--- src/rtl/seq_detect_param.sv ---
// seq_detect_param: parametrised serial pattern detector with a run-time loadable pattern,
// overlapping/non-overlapping modes and an optional saturating match counter.
//   clk        clock, rising edge
//   rst        asynchronous active-low reset
//   in_valid   qualifies in
//   in         serial data bit
//   overlap    1 = reuse history after a match, 0 = require PAT_W fresh bits
//   pat        new pattern value (MSB = oldest bit)
//   pat_load   loads pat, restarts the fill and discards any bit on this edge
//   out        registered one-cycle match pulse
//   match_cnt  saturating match count
// Macro SEQ_DETECT_PARAM_CNT_EN builds the match counter; without it match_cnt is tied to 0.
module seq_detect_param #(
    parameter int                PAT_W    = 4,
    parameter logic [PAT_W-1:0]  PAT_INIT = 4'b0110,
    parameter int                CNT_W    = 8
) (
    input  logic             clk,
    input  logic             rst,
    input  logic             in_valid,
    input  logic             in,
    input  logic             overlap,
    input  logic [PAT_W-1:0] pat,
    input  logic             pat_load,
    output logic             out,
    output logic [CNT_W-1:0] match_cnt
);
    localparam int FW = $clog2(PAT_W + 1);
    localparam logic [FW-1:0] FULL = FW'(PAT_W);
    logic [PAT_W-1:0] hist, pat_q, nh;
    logic [FW-1:0]    fill, nf;
    logic             m;
    assign nh = {hist[PAT_W-2:0], in};
    assign nf = fill == FULL ? fill : fill + FW'(1);
    assign m  = nf == FULL && nh == pat_q;
    always_ff @(posedge clk or negedge rst) begin
        if (!rst) begin
            hist  <= '0;
            fill  <= '0;
            pat_q <= PAT_INIT;
            out   <= 1'b0;
        end else if (pat_load) begin
            pat_q <= pat;
            fill  <= '0;
            out   <= 1'b0;
        end else if (in_valid) begin
            hist <= nh;
            fill <= m ? (overlap ? FULL : '0) : nf;
            out  <= m;
        end else begin
            out <= 1'b0;
        end
    end
`ifdef SEQ_DETECT_PARAM_CNT_EN
    logic             hit;
    logic [CNT_W-1:0] cnt;
    assign hit = in_valid && !pat_load && m;
    always_ff @(posedge clk or negedge rst) begin
        if (!rst)
            cnt <= '0;
        else if (hit && !(&cnt))
            cnt <= cnt + CNT_W'(1);
    end
    assign match_cnt = cnt;
`else
    assign match_cnt = '0;
`endif
endmodule
--- config.mk ---
export PLATFORM = sky130hd
export DESIGN_NAME = seq_detect_param
export DESIGN_NICKNAME = d
export VERILOG_FILES = /design/src/rtl/seq_detect_param.sv
export SDC_FILE = /design/constraint.sdc
export NUM_CORES = 1
export LEC_CHECK = 0
export ABC_CLOCK_PERIOD_IN_PS = 5750
export CAP_MARGIN = 20
export CORE_MARGIN = 2
export CORE_UTILIZATION = 45
export DETAILED_ROUTE_END_ITERATION = 7
export HOLD_SLACK_MARGIN = 0.12
export PLACE_DENSITY = 0.78
export SETUP_SLACK_MARGIN = 0.05
export SKIP_CTS_REPAIR_TIMING = 1
export SLEW_MARGIN = 25
export SYNTH_ARGS = -nofsm -noshare
export SYNTH_HDL_FRONTEND = slang
export SYNTH_SLANG_ARGS = --single-unit
--- constraint.sdc ---
create_clock -name clk -period 5.75 [get_ports clk]
set_input_delay 0.575 -clock clk [delete_from_list [all_inputs] [get_ports clk]]
set_output_delay 0.575 -clock clk [all_outputs]
set_load 0.05 [all_outputs]
==> reports/results.ini <==
[critical_path]
endpoint_kind=output port
crit_chain=clkdlybuf4s50_1
r2r_cells=6
reg2reg_slack_ns=3.82
cp_num_buf_inv=1
crit_start=out$_DFF_PN0_
slowest_stage=clkdlybuf4s50_1
crit_fanout=1
critPathLaunchType=flop
cp_slowest_stage_delay_ns=0.79
crit_family=buffers and inverters
r2r_start=fill[0]$_DFFE_PN0P_
critPathCapture=out
crit_type=flop to output port
cp.depth=1
worstPathRequired_ns=5.18
timing.rr.end=fill[2]$_DFFE_PN0P_
cp.arrival_ns=1.37

[final_layout]
fin_area_sq_um=709
diodes=0
drive_gt1_share_pct=20.0
syn_to_final_growth_pct=17.9
finalNetCount=78

[placed_design]
place_congestion=0.775
placedInstanceArea_sq_um=683
post-dp-hpwl_um=721
io_buffer_count=10

[yosys]
synth_top_family_by_area=multiplexers
synth_xor_area_share_pct=8.73
synth-compound-area-share_pct=2.29
yosysUniqueCellTypes=22
synth_mux_area_share_pct=14.8
syn-cell-area_sq_um=602
synth_seq_area_share_pct=46.2
synth_area_per_cell_sq_um=11.4
synth_simple_gate_area_share_pct=11.4
synthCells=53
synth_warnings=0
synthAdderAreaFrac_pct=4.16
ys_seq_elements=11

[clocking]
clock-sinks=11
clk_latency_ns=0.26
path_clk_slew_ns=0.06
cts_max_path_buffers=2
root_buffer=clkbuf_4
htree_levels=1
cts_made_buffers=3
cts_tree=yes

[drt]
wl_met1_um=337
drt-total-wl_um=835
viasPerCell=4.61
first_pass_iters=2
met2_length_um=458
remaining_drc_errors=0
met3_length_um=40
routedWlPerCell_um=10.4
drt_iter0_drc=2
topRoutingLayerUsed=met3
ant_nets=0
vias=369

[global_route]
grt_pass1_vias=363
antenna_found_initial=0
grt_start_max_net_pins=12
grt_pass1_wl_mm=1.48
grt_use_total_pct=14.3
grt_overflow=0

[sta]
setup_viol=0
fin_crit_ns=1.94
fin_setup_tns_ns=0
hold_viol=0
period_share_pct=33.8
slew_viol_final=0
hold-worst-slack_ns=0.531
rsz0062_at_grt=no
max_freq_ghz=0.514
finClkSkew_ns=0.00431

[pwr]
p_switching_mw=0.0549
cellLeakagePower_nw=0.311
switching_share_pct=28.7
peakVddDrop_v=0.000172
power_density_nw_per_um2=269
comb_power_share_pct=24.1
pwr-share-clk_pct=26.0
p_int_mw=0.136
total_power_mw=0.191
power_frac_seq_pct=49.9

[die]
die_x_um=40.6
die_area_sq_um=1650
core-area_sq_um=1270
ios=19
initial_core_util_pct=47.4
rows=13
die_y_um=40.6

[flow_run]
maxCapViolations=0

[hold_path]
hp-class=flop to flop

[outcome]
outcome=completed

-- power groups by stage --
stage                     registers, mW  clock network, mW  logic (mW)
final                            0.0953             0.0496      0.0460
after floorplan                  0.0947                  0      0.0395
after CTS                        0.0954             0.0519      0.0467
after global routing             0.0968             0.0554      0.0515
after detailed placement         0.0969                  0      0.0463
after global placement           0.0963                  0      0.0457
-- registers in the layout, indices dropped and copies added (netlist names) --
name	count
out	1
fill	3
hist	3
pat_q	4
-- area by class of cell --
class	count	area, sq um
Timing Repair Buffer	10	100
Sequential cell	11	278
Inverter	2	7.51
Fill cell	120	559
Tap cell	15	18.8
Clock buffer	4	26.3
Multi-Input combinational cell	38	279
-- cells in the final DEF (no fill, tap or decap) --
cell	count
clkdlybuf4s50_1	10
dfrtp_1	9
conb_1	8
mux2_2	7
xnor2_1	5
nor2_1	3
clkbuf_4	3
inv_1	2
nand2_1	2
ha_1	2
dfstp_2	2
and3b_1	1
xor2_1	1
or4_4	1
nand3_1	1
nand2b_1	1
nor4_1	1
or2b_1	1
nor3_1	1
o41ai_1	1
o21ai_1	1
mux2i_1	1
clkbuf_1	1
-- per-layer routing --
metal,vias up,GRT usage (%)
met2,10,24.2
met4,0,2.50
li1,183,-
met5,-,0
met3,0,5.00
met1,176,17.5
-- cell families after synthesis --
family / after synthesis
AND/OR/NAND/NOR: 12
flip-flops: 11
buffers and inverters: 11
multiplexers: 8
XOR/XNOR: 6
adder cells (fa/ha/maj): 2
AO/OA/AOI/OAI: 2
other: 1
-- Yosys cell counts --
library cell,instances,share of area [%]
dfrtp_1,9,37
buf_4,8,10
mux2_2,7,13
xnor2_1,5,7.3
nor2_1,3,1.9
dfstp_2,2,8.7
ha_1,2,4.2
inv_1,2,1.2
nand2_1,2,1.2
and3b_1,1,1.5
clkbuf_1,1,0.62
conb_1,1,0.62
mux2i_1,1,1.7
nand2b_1,1,1.0
nand3_1,1,0.83
nor3_1,1,0.83
nor4_1,1,1.0
o21ai_1,1,0.83
o41ai_1,1,1.5
or2b_1,1,1.2
or4_4,1,1.9
xor2_1,1,1.5
-- per-stage QoR --
step                std cells  util [%]  setup WS (ns)
floorplan                  60         -           3.90
global placement           76      53.8           3.82
detailed placement         76      53.8           3.80
CTS                        80      55.9           3.79
global route               80      55.9           3.70
finish                     80      55.9           3.81
-- worst min-delay path by stage --
stage                                    start                   end  slack [ns]  depth (start not counted)
final                     pat_q[3]$_DFFE_PN0P_  pat_q[3]$_DFFE_PN0P_        0.53                          1
after global routing      pat_q[3]$_DFFE_PN0P_  pat_q[3]$_DFFE_PN0P_        0.54                          1
after CTS                 pat_q[3]$_DFFE_PN0P_  pat_q[3]$_DFFE_PN0P_        0.53                          1
after detailed placement  pat_q[3]$_DFFE_PN0P_  pat_q[3]$_DFFE_PN0P_        0.52                          1
after global placement    pat_q[3]$_DFFE_PN0P_  pat_q[3]$_DFFE_PN0P_        0.52                          1
after floorplan                            rst   fill[0]$_DFFE_PN0P_        0.28                          0
Note: power is estimated with default switching activity, not from simulation.
